`src/rtl/seg_scan_ctrl_if.sv`:
```
// Digit-scan control bundle: scan enable and mask toward the scanner, digit select,
// index and frame pulse back toward the display stage.
interface seg_scan_ctrl_if #(
    parameter int unsigned DIGITS = 8
);
    logic              en;
    logic [DIGITS-1:0] digit_mask;
    logic [DIGITS-1:0] sel;
    logic [2:0]        sel_idx;
    logic              frame_tick;

    modport master (
        output en,
        output digit_mask,
        input  sel,
        input  sel_idx,
        input  frame_tick
    );

    modport slave (
        input  en,
        input  digit_mask,
        output sel,
        output sel_idx,
        output frame_tick
    );
endinterface

```
`src/rtl/seg_scan_ctrl.sv`:
```
// 7-segment digit scanner: steps a one-hot select through the enabled digits, holding
// each for DIV cycles, and pulses frame_tick whenever the scan wraps to the first digit.
// Optional feature: define SEG_SCAN_BLANKING_EN to blank sel for the first BLANK_CYC
// cycles of every slot (anti-ghosting).
module seg_scan_ctrl #(
    parameter int unsigned DIGITS    = 8,
    parameter int unsigned DIV       = 50000,
    parameter int unsigned BLANK_CYC = 2
) (
    input  logic             clk,
    input  logic             rst_n,
    seg_scan_ctrl_if.slave   bus
);
    localparam int unsigned CntW = (DIV > 1) ? $clog2(DIV) : 1;

    typedef enum logic [0:0] {StIdle, StScan} state_e;

    state_e            state_q, state_d;
    logic [CntW-1:0]   cnt_q, cnt_d;
    logic [2:0]        idx_q, idx_d;
    logic [DIGITS-1:0] sel_q, sel_d;
    logic              ft_q, ft_d;
    logic [2:0]        lo_idx;
    logic [2:0]        nxt_idx;

    // Lowest set bit of the mask (0 when the mask is empty).
    function automatic logic [2:0] lowest_set(input logic [DIGITS-1:0] mask);
        logic [2:0] r;
        r = '0;
        for (int i = DIGITS - 1; i >= 0; i--) begin
            if (mask[i]) r = 3'(i);
        end
        return r;
    endfunction

    // Next set bit strictly above cur, searching cyclically; returns cur itself when it is
    // the only set bit. Descending k so the nearest candidate wins.
    function automatic logic [2:0] next_set(input logic [DIGITS-1:0] mask,
                                            input logic [2:0] cur);
        logic [2:0]  r;
        int unsigned j;
        r = cur;
        for (int unsigned k = DIGITS; k >= 1; k--) begin
            j = (int'(cur) + k) % DIGITS;
            if (mask[j]) r = 3'(j);
        end
        return r;
    endfunction

    assign lo_idx  = lowest_set(bus.digit_mask);
    assign nxt_idx = next_set(bus.digit_mask, idx_q);

    // Next-state, dwell counter and registered-output inputs.
    always_comb begin
        state_d = state_q;
        cnt_d   = cnt_q;
        idx_d   = idx_q;
        ft_d    = 1'b0;
        sel_d   = '0;
        unique case (state_q)
            StIdle: begin
                cnt_d = '0;
                if (bus.en && |bus.digit_mask) begin
                    state_d = StScan;
                    idx_d   = lo_idx;
                    ft_d    = 1'b1;
                end
            end
            StScan: begin
                if (!bus.en || ~|bus.digit_mask) begin
                    state_d = StIdle;
                    cnt_d   = '0;
                end else if (cnt_q == CntW'(DIV - 1)) begin
                    cnt_d = '0;
                    idx_d = nxt_idx;
                    // Wrap detected when the search did not move to a higher index.
                    ft_d  = (nxt_idx <= idx_q);
                end else begin
                    cnt_d = cnt_q + 1'b1;
                end
            end
            default: state_d = StIdle;
        endcase
        if (state_d == StScan) begin
            // Masking with the live mask drops sel as soon as the current digit is disabled.
            sel_d = (DIGITS'(1) << idx_d) & bus.digit_mask;
`ifdef SEG_SCAN_BLANKING_EN
            if (32'(cnt_d) < BLANK_CYC) sel_d = '0;
`endif
        end
    end

    // State and output registers; async reset forces outputs low without a clock.
    always_ff @(posedge clk or negedge rst_n) begin
        if (!rst_n) begin
            state_q <= StIdle;
            cnt_q   <= '0;
            idx_q   <= '0;
            sel_q   <= '0;
            ft_q    <= 1'b0;
        end else begin
            state_q <= state_d;
            cnt_q   <= cnt_d;
            idx_q   <= idx_d;
            sel_q   <= sel_d;
            ft_q    <= ft_d;
        end
    end

    assign bus.sel        = sel_q;
    assign bus.sel_idx    = idx_q;
    assign bus.frame_tick = ft_q;
endmodule
```
`src/flat_wrapper.sv`:
```
// flat-port wrapper written by rule: the top's interface ports become plain ports
module seg_scan_ctrl_flat 
#(
    parameter int unsigned DIGITS    = 8,
    parameter int unsigned DIV       = 50000,
    parameter int unsigned BLANK_CYC = 2
)
  (clk, rst_n, bus_en, bus_digit_mask, bus_sel, bus_sel_idx, bus_frame_tick);
  seg_scan_ctrl_if #(.DIGITS(DIGITS)) bus_i ();
  input  logic clk;
  input  logic rst_n;
  input wire logic [$bits(bus_i.en)-1:0] bus_en;
  input wire logic [$bits(bus_i.digit_mask)-1:0] bus_digit_mask;
  output wire logic [$bits(bus_i.sel)-1:0] bus_sel;
  output wire logic [$bits(bus_i.sel_idx)-1:0] bus_sel_idx;
  output wire logic [$bits(bus_i.frame_tick)-1:0] bus_frame_tick;
  assign bus_i.en = bus_en;
  assign bus_i.digit_mask = bus_digit_mask;
  assign bus_sel = bus_i.sel;
  assign bus_sel_idx = bus_i.sel_idx;
  assign bus_frame_tick = bus_i.frame_tick;
  seg_scan_ctrl #(.DIGITS(DIGITS), .DIV(DIV), .BLANK_CYC(BLANK_CYC)) u_core (.clk(clk), .rst_n(rst_n), .bus(bus_i));
endmodule
```
`config.mk`:
```
export PLATFORM = sky130hd
export DESIGN_NAME = seg_scan_ctrl_flat
export DESIGN_NICKNAME = d
export VERILOG_FILES = /design/src/rtl/seg_scan_ctrl_if.sv /design/src/rtl/seg_scan_ctrl.sv /design/src/flat_wrapper.sv
export SDC_FILE = /design/constraint.sdc
export NUM_CORES = 1
export LEC_CHECK = 0
export ABC_CLOCK_PERIOD_IN_PS = 3150
export CORE_ASPECT_RATIO = 1.75
export CORE_MARGIN = 3
export CORE_UTILIZATION = 52
export DETAILED_ROUTE_END_ITERATION = 10
export PLACE_DENSITY_LB_ADDON = 0.3
export SETUP_SLACK_MARGIN = 0.2
export SLEW_MARGIN = 20
export SYNTH_ARGS = -nofsm -noshare
export SYNTH_HDL_FRONTEND = slang
export SYNTH_SLANG_ARGS = --single-unit
```
`constraint.sdc`:
```
create_clock -name clk -period 3.15 [get_ports clk]
set_input_delay 0.63 -clock clk [delete_from_list [all_inputs] [get_ports clk]]
set_output_delay 0.63 -clock clk [all_outputs]
set_load 0.005 [all_outputs]
```
# --- Word level (Yosys, flattened, before mapping) ---
# Index checks and enable logic that the tools add are counted.
classes:
  n_reduce_logical: 5
  muxes: 46
  addsub: 9
  bitwise_logic: 2
  order_cmp: 9
  shift: 1
  eq_ne: 1
ops:
  columns: ["operator", "count"]
  rows:
  - ["2-to-1 mux 3 bit", 19]
  - ["less-than comparator 3 x 4 -> 1 bit, second input constant", 8]
  - ["2-to-1 mux 16 bit", 2]
  - ["case mux 16 bit (2 select lines)", 1]
  - ["binary-select mux 1 bit (select 3 bit)", 8]
  - ["adder 16 x 1 -> 16 bit, second input constant", 1]
  - ["== test 16 bit, second input constant", 1]
  - ["adder 3 bit, second input constant", 4]
  - ["2-to-1 mux 1 bit", 12]
  - ["AND 8 bit", 1]
  - ["2-to-1 mux 8 bit", 1]
  - ["OR reduction 8 bit", 1]
  - ["<< shifter 1 x 3 -> 8 bit, first input constant", 1]
  - ["adder 3 x 1 -> 3 bit, second input constant", 2]
  - ["adder 3 x 2 -> 3 bit, second input constant", 2]
  - ["case mux 3 bit (2 select lines)", 1]
  - ["case mux 1 bit (2 select lines)", 2]
  - ["less-or-equal comparator 3 bit", 1]
  - ["logical NOT 1 bit", 2]
  - ["logical AND 1 bit", 1]
  - ["logical OR 1 bit", 1]
  - ["NOT 1 bit", 1]
word_totals:
  input_bits: 11
  elab_cells: 78
  register_bits: 29
  output_inout_bits: 12

# --- Logic depth before layout (Yosys ltp) ---
# Gate-level depths: netlist of the first run.
logic_depth:
  depth_word: 17
  depth_mapped: 18

# --- Worst setup path after synthesis of the first run ---
# OpenSTA, ideal clock, no wires.
synth_timing:
  path_kind: "register -> register"
  start: "register u_core.idx_q[1] (netlist: u_core.bus.sel_idx[1])"
  end: "register u_core.ft_q (netlist: u_core.bus.frame_tick)"
  t_arrival_ns: 3.354
  setup_slack_ns: -0.281
  setup_time_ns: 0.078
  required_time_ns: 3.072
  path_buffers: 3
  path_stages_with_launch: 15
  path_cell_list: "dfrtp_1 buf_4 buf_2 inv_1 ha_1 clkbuf_1 mux2_2 mux4_2 o311a_1 a31oi_1 ha_1 nor2b_1 o21ai_0 nand2b_1 a21oi_1"
synth_via:
  elab_chain_len: 15
  elab_cells_between_ends: 36
  classes_between: "8 x add/sub; 1 x order compare; 27 x mux"
synth_lines:
  columns: ["item", "line", "source"]
  rows:
  - ["from (decl)", "seg_scan_ctrl.sv:20", "logic [2:0] idx_q, idx_d;"]
  - ["from (signal assigned)", "seg_scan_ctrl.sv:104", "idx_q <= idx_d;"]
  - ["adder 3 x 1 -> 3 bit", "seg_scan_ctrl.sv:44", "j = (int'(cur) + k) % DIGITS;"]
  - ["binary-select mux 1 bit (select 3 bit)", "seg_scan_ctrl.sv:45", "if (mask[j]) r = 3'(j);"]
  - ["2-to-1 mux 1 bit (not written as such)", "seg_scan_ctrl.sv:45", null]
  - ["2-to-1 mux 3 bit (8 in series)", "seg_scan_ctrl.sv:45", null]
  - ["less-or-equal comparator 3 bit *", "seg_scan_ctrl.sv:77", "ft_d = (nxt_idx <= idx_q);"]
  - ["2-to-1 mux 1 bit *", "seg_scan_ctrl.sv:73", "end else if (cnt_q == CntW'(DIV - 1)) begin"]
  - ["2-to-1 mux 1 bit *", "seg_scan_ctrl.sv:70", "if (!bus.en || ~|bus.digit_mask) begin"]
  - ["case mux 1 bit (2 select lines) *", "seg_scan_ctrl.sv:60", "unique case (state_q)"]
  - ["named net u_core.ft_d", "seg_scan_ctrl.sv:22", "logic ft_q, ft_d;"]
  - ["to (signal assigned)", "seg_scan_ctrl.sv:106", "ft_q <= ft_d;"]
  - ["to (decl)", "seg_scan_ctrl.sv:22", null]
# The timed path passes the listed nets; every way through them passes the cells marked *. The select of a mux whose other input is x is not followed.

# --- Worst setup path after layout of the first run ---
layout_timing:
  start: "register u_core.idx_q[0] (netlist: u_core.bus.sel_idx[0])"
  end: "register u_core.ft_q (netlist: u_core.bus.frame_tick)"
# The elaborated chain is that of the path after synthesis.

==> results of run 1 <==
-- placed cells by master (no fill, tap or decap), drive strengths merged, types with 8 or more instances in the layout --
| cell type | Yosys | layout |
|---|---|---|
| xor2 | 10 | 10 |
| nor2 | 26 | 26 |
| mux4 | 8 | 8 |
| nand2 | 20 | 20 |
| inv | 10 | 10 |
| xnor2 | 9 | 9 |
| clkdlybuf4s50 | 0 | 14 |
| dlygate4sd2 | 0 | 8 |
| dfrtp | 29 | 29 |
| nand3 | 11 | 11 |
| mux2i | 14 | 14 |
| buf | 11 | 55 |
-- cells by family (layout without fill, tap and decap cells) --
family                     count (synthesis)  count (layout)
DFF                                       29              29
muxes                                     27              27
and+or+nand+nor                          103             103
xor gates and xnor gates                  19              19
AOI/OAI and AO/OA                         47              47
adders and majority gates                  6               6
buffers and inverters                     29              95
-- synthesized netlist by cell type (2+ instances only) --
library cell / instances / area [um^2]
buf_2: 8 / 40.0
a2111oi_0: 2 / 17.5
nor2_1: 26 / 97.6
xor2_1: 10 / 87.6
mux2i_1: 13 / 130
a211o_1: 2 / 17.5
a21boi_1: 2 / 15.0
a21oi_1: 4 / 20.0
nand3_1: 11 / 55.1
nand2_1: 20 / 75.1
o21ai_0: 5 / 25.0
mux4_2: 8 / 180
xnor2_1: 9 / 78.8
and3_1: 7 / 43.8
buf_6: 2 / 22.5
nand2b_1: 5 / 31.3
a22oi_1: 7 / 52.6
nor4b_1: 2 / 17.5
inv_1: 9 / 33.8
nor2b_1: 6 / 37.5
ha_1: 6 / 75.1
clkbuf_1: 8 / 30.0
o22ai_1: 3 / 18.8
and4_1: 3 / 26.3
and4b_1: 2 / 20.0
nor4bb_1: 2 / 20.0
o311a_1: 2 / 20.0
a31oi_1: 5 / 31.3
dfrtp_1: 29 / 726
mux2_2: 3 / 33.8
a211oi_1: 3 / 22.5
o21a_1: 4 / 30.0
nor4_2: 3 / 37.5
nor3b_1: 2 / 15.0
nor4b_2: 5 / 75.1
-- timing repair --
action,in CTS,in global routing
setup buffers,6,3
pin swaps,3,4
gates resized for setup,20,14
cloned,0,0
endpoints found under the setup margin,9,8
hold buffers,0,0
-- worst paths after layout --
check	from	end	slack (ns)	cells past startpoint
min in group asynchronous	rst_n	u_core.cnt_q[6]	0.72	2
max in group asynchronous	rst_n	u_core.cnt_q[0]	2.15	2
hold reg to reg	u_core.cnt_q[0]	u_core.cnt_q[0]	0.46	1
setup reg to reg	u_core.bus.sel_idx[0]	u_core.bus.frame_tick	0.22	13
hold / removal	u_core.cnt_q[0]	u_core.cnt_q[0]	0.46	1
setup / recovery	u_core.bus.sel_idx[0]	u_core.bus.frame_tick	0.22	13
-- sequential cells by signal, summed over array words and instances (netlist names) --
| name | count |
|---|---|
| u_core.cnt_q | 16 |
| u_core.bus.sel | 8 |
| u_core.bus.sel_idx | 3 |
| u_core.bus.frame_tick | 1 |
| u_core.state_q | 1 |
-- worst max-delay path: stages (launching register included) --
cell      delay [ns]
dfrtp_1         0.41
inv_2           0.07
ha_4            0.32
buf_12          0.12
mux4_2          0.32
mux2_4          0.31
a211oi_2        0.15
a21bo_2         0.25
a31oi_1         0.18
ha_1            0.26
nor2b_1         0.14
o21ai_1         0.12
nand2b_1        0.07
a21oi_1         0.12
-- final cells by class --
type	instances	area [um^2]	share of cell area
multi-input combinational	202	1740	0.524
sequential	29	726	0.219
timing repair buffer	77	663	0.200
clock buffer	5	68.8	0.0207
tap	51	63.8	0.0192
inverter	10	40.0	0.0121
clock inverter	3	17.5	0.00528
-- metrics by stage --
stage	instance area [um^2]	hold WS (ns)	power, mW	utilization	cells
after floorplan	2500	0.334	1.33	-	260
after global placement	3020	0.442	1.75	0.674	360
after detailed placement	3020	0.446	1.77	0.674	360
after CTS	3230	0.454	2.22	0.720	374
after global routing	3320	0.467	2.46	0.740	377
final	3320	0.457	2.33	0.740	377
-- power breakdown --
group | internal (mW) | switching, mW | leakage, nW
clock | 0.152 | 0.144 | 0.0439
sequential | 0.392 | 0.0184 | 0.395
combinational | 0.841 | 0.786 | 0.982
-- layer usage --
metal  vias to the layer above  GRT usage
met2                        57      0.476
met1                      1131      0.261
met4                         0      0.145
met3                        35     0.0267
met5                         -          0
li1                       1084          -
==> flow_summary.yaml, run 1 <==
timing:
  tightest_slew_ns: 0.460
  skew_ns: 0.0130
  setup_viol_count_final: 0
  rsz0062_at_grt: "yes"
  period_minus_slack_ns: 2.93
  fin_ws_ns: 0.219
  period_share: 0.930
  slew_violations: 0
  setup_tns_ns: 0
  slew-limit-headroom: 0.693
  hold_viol_final: 0
  fmax_mhz: 341
logic_synthesis:
  yosysWarnings: 0
  synth_seq_cells: 29
  synthesis.area_um2: 2460
  synth-compound-area-share: 0.141
  synth-simple-area-share: 0.249
  synth_xor_area_frac: 0.0677
  yosysUniqueCellTypes: 57
  synthFlopType: "dfrtp_1"
  syn_nets: 277
  ys_seq_area_frac: 0.295
  synthCells: 260
  async_flop_share: 1.00
  syn_area_per_cell_um2: 9.45
  post_synth_mux_area_share: 0.160
  synthAdderAreaFrac: 0.0305
  synth_edf_count: 0
  synth_top_family_by_area: "simple AND/OR/NAND/NOR gates"
clocking:
  ctsHtreeMaxLevel: 2
  clock_latency_ns: 0.29
  cts_root_buf: "clkbuf_8"
  cts_tree: "done"
  path_clk_slew_ns: 0.07
  numCtsBuffers: 5
  clockBufferDepth: 2
  cts_sinks: 29
drt:
  met1_length_mm: 2.46
  route.met2.wl_mm: 3.83
  dr.pass1.iters: 4
  vias: 2307
  drc_errors: 0
  postRouteAntennaNets: 0
  drt_iter0_drc: 146
  top_layer: "met4"
  wl_per_cell_um: 18.2
  routed_via_density: 6.12
  wl_met3_um: 166
  finalWirelength_mm: 6.86
worst_setup_path:
  crit_fanout: 6
  endpoint_kind: "register"
  cp.required_ns: 3.36
  cp.arrival_ns: 3.14
  cp-start-kind: "register"
  crit_type: "reg -> reg"
power:
  leakagePower_nw: 1.42
  powerDensity_nw_per_um2: 703
  vdd_drop_max_v: 0.000584
floorplan:
  rows: 32
  start_util: 0.548
  die_w_um: 58.0
  pin_count: 23
  die_h_um: 96.9
  dieArea_um2: 5620
  core_um2: 4480
finish:
  layout.nets: 342
  drive_gt1_frac: 0.328
  area_growth_pct: 35.0
  antenna_cells: 0
  nFillCells: 318
global_route:
  track_usage: 0.256
  grt_pass1_wl_mm: 11.1
  grt_pass1_vias: 2402
  antenna_found_initial: 0
  grt.overflow.total: 0
  grt_start_max_net_pins: 30
placement:
  dp_hpwl_mm: 5.00
  io_buffer_count: 22
  gp_congestion: 0.929
  place_ws_ns: -0.228
flow_run:
  cap_viol_max_count: 0
outcome:
  status: "completed"
min_path:
  hold_class: "reg -> reg"
Note: power is estimated with default switching activity, not from simulation.
==> inputs of run 2 (changes only) <==
--- a/config.mk
+++ b/config.mk
@@ -5,11 +5,12 @@
 export SDC_FILE = /design/constraint.sdc
 export NUM_CORES = 1
 export LEC_CHECK = 0
-export ABC_CLOCK_PERIOD_IN_PS = 3150
+export ABC_CLOCK_PERIOD_IN_PS = 3300
 export CORE_ASPECT_RATIO = 1.75
 export CORE_MARGIN = 3
-export CORE_UTILIZATION = 52
+export CORE_UTILIZATION = 55
 export DETAILED_ROUTE_END_ITERATION = 10
+export HOLD_SLACK_MARGIN = 0.1
 export PLACE_DENSITY_LB_ADDON = 0.3
 export SETUP_SLACK_MARGIN = 0.2
 export SLEW_MARGIN = 20
==> constraint.sdc (replaced) <==
create_clock -name clk -period 3.3 [get_ports clk]
set_input_delay 0.66 -clock clk [delete_from_list [all_inputs] [get_ports clk]]
set_output_delay 0.66 -clock clk [all_outputs]
set_load 0.005 [all_outputs]
==> flow_summary.yaml, run 2 (same netlist as run 1, synthesis figures left out) <==
timing:
  fin_ws_ns: 0.261
  slew-limit-headroom: 0.585
  rsz0062_at_grt: "yes"
  period_share: 0.921
  slew_violations: 0
  tightest_slew_ns: 0.620
  skew_ns: 0.0117
  hold_viol_final: 0
  fmax_mhz: 329
  period_minus_slack_ns: 3.04
  setup_viol_count_final: 0
floorplan:
  start_util: 0.581
  pin_count: 23
  rows: 31
  dieArea_um2: 5340
  die_w_um: 56.5
  die_h_um: 94.4
  core_um2: 4230
worst_setup_path:
  critPathSlowestCell: "mux4_2"
  crit_type: "in -> reg"
  cp.arrival_ns: 3.22
  slowest_delay_ns: 0.54
  endpoint_kind: "register"
  cp.required_ns: 3.48
  path_cells: "clkdlybuf4s50_1 -> buf_4 -> mux4_2 -> mux2i_4 -> nor4b_1 -> or3_1 -> a211oi_4 -> nor4b_4"
  cp-start-kind: "primary input"
  crit_start: "bus_digit_mask[3]"
  crit_fanout: 8
  timing.rr.start: "u_core.bus.sel_idx[2]"
clocking:
  clockBufferDepth: 2
  cts_root_buf: "clkbuf_8"
  cts_tree: "done"
  cts_sinks: 29
  path_clk_slew_ns: 0.06
  cts.hold.buffers_added: 0
  clock_latency_ns: 0.28
  numCtsBuffers: 5
  ctsHtreeMaxLevel: 2
outcome:
  status: "completed"
finish:
  layout_common_cells: "buf_4 (41), dfrtp_1 (29), nor2_1 (26)"
  regArea_um2: 726
  final_common_cell: "buf_4"
  drive_gt1_frac: 0.312
  multi_input_area_um2: 1780
  layout.nets: 330
  fin_cells: 363
  final_core_util: 0.772
  largest_register_ffs: 16
  area_growth_pct: 32.8
  nFillCells: 276
  antenna_cells: 0
  largest-register: "u_core.cnt_q"
power:
  powerDensity_nw_per_um2: 698
  leakagePower_nw: 1.34
  vdd_drop_max_v: 0.000572
  total_power_mw: 2.28
flow_run:
  cap_viol_max_count: 0
global_route:
  track_usage: 0.264
  grt.overflow.total: 0
  grt_pass1_wl_mm: 11.0
  antenna_found_initial: 0
  grt_pass1_vias: 2304
  grt_start_max_net_pins: 30
drt:
  finalWirelength_mm: 7.01
  routed_via_density: 6.27
  dr.pass1.iters: 4
  drt_iter0_drc: 100
  drc_errors: 0
  wl_per_cell_um: 19.3
  vias: 2276
  postRouteAntennaNets: 0
min_path:
  hold_class: "reg -> reg"
  min_from: "u_core.cnt_q[0]"
placement:
  dp_hpwl_mm: 4.87
  io_buffer_count: 22
  place_ws_ns: -0.142
  gp_congestion: 0.898
  placedCellCount: 352
[run 2: cell type report]
type / count / area share
clock inverter: 2 / 0.0115
clock buffer: 6 / 0.0253
inverter: 10 / 0.0115
sequential: 29 / 0.222
timing repair buffer: 64 / 0.164
tap: 49 / 0.0188
multi-input combinational: 203 / 0.546
[run 2: critical path, delay by kind of cell]
kind / cells / cell delay (ns)
AOI/OAI and AO/OA: 1 / 0.40
buffers and inverters: 2 / 0.64
and+or+nand+nor: 3 / 0.80
muxes: 2 / 0.72
[run 2: per-layer routing]
layer  up-vias  global-route usage  wire [um]
li1       1057                   -          -
met1      1118               0.255       2500
met2        73               0.511       3930
met3        28              0.0315        205
met4         0               0.168        369
met5         -                   0          0
[run 2: report_power, final]
group / switching, mW / internal [mW]
Clock: 0.135 / 0.245
Sequential: 0.0171 / 0.374
Combinational: 0.758 / 0.746
Total: 0.911 / 1.37
[run 2: path summary, 6_finish.rpt]
| check | cells past startpoint | slack (ns) | end |
|---|---|---|---|
| min in group asynchronous | 2 | 0.75 | u_core.bus.frame_tick |
| max reg2reg | 9 | 0.29 | u_core.bus.frame_tick |
| min reg2reg | 1 | 0.46 | u_core.cnt_q[0] |
| max | 8 | 0.26 | u_core.bus.sel[3] |
| min | 1 | 0.46 | u_core.cnt_q[0] |
| max in group asynchronous | 2 | 2.27 | u_core.cnt_q[10] |
[run 2: repair_timing]
| item | CTS | global route |
|---|---|---|
| resized for setup | 5 | 31 |
| pin swaps | 0 | 4 |
| setup endpoints to repair | 3 | 9 |
| setup buffers | 0 | 2 |
| cloned | 0 | 1 |
| endpoints found under the hold margin | 0 | 0 |
[run 2: through the flow]
step                      setup TNS, ns  hold WS, ns  area [um^2]
after CTS                             0        0.461         3060
after global placement          -0.0507        0.446         2940
after detailed placement         -0.529        0.453         2940
final                                 0        0.461         3260
after floorplan                       0        0.364         2480
after global routing                  0        0.484         3260
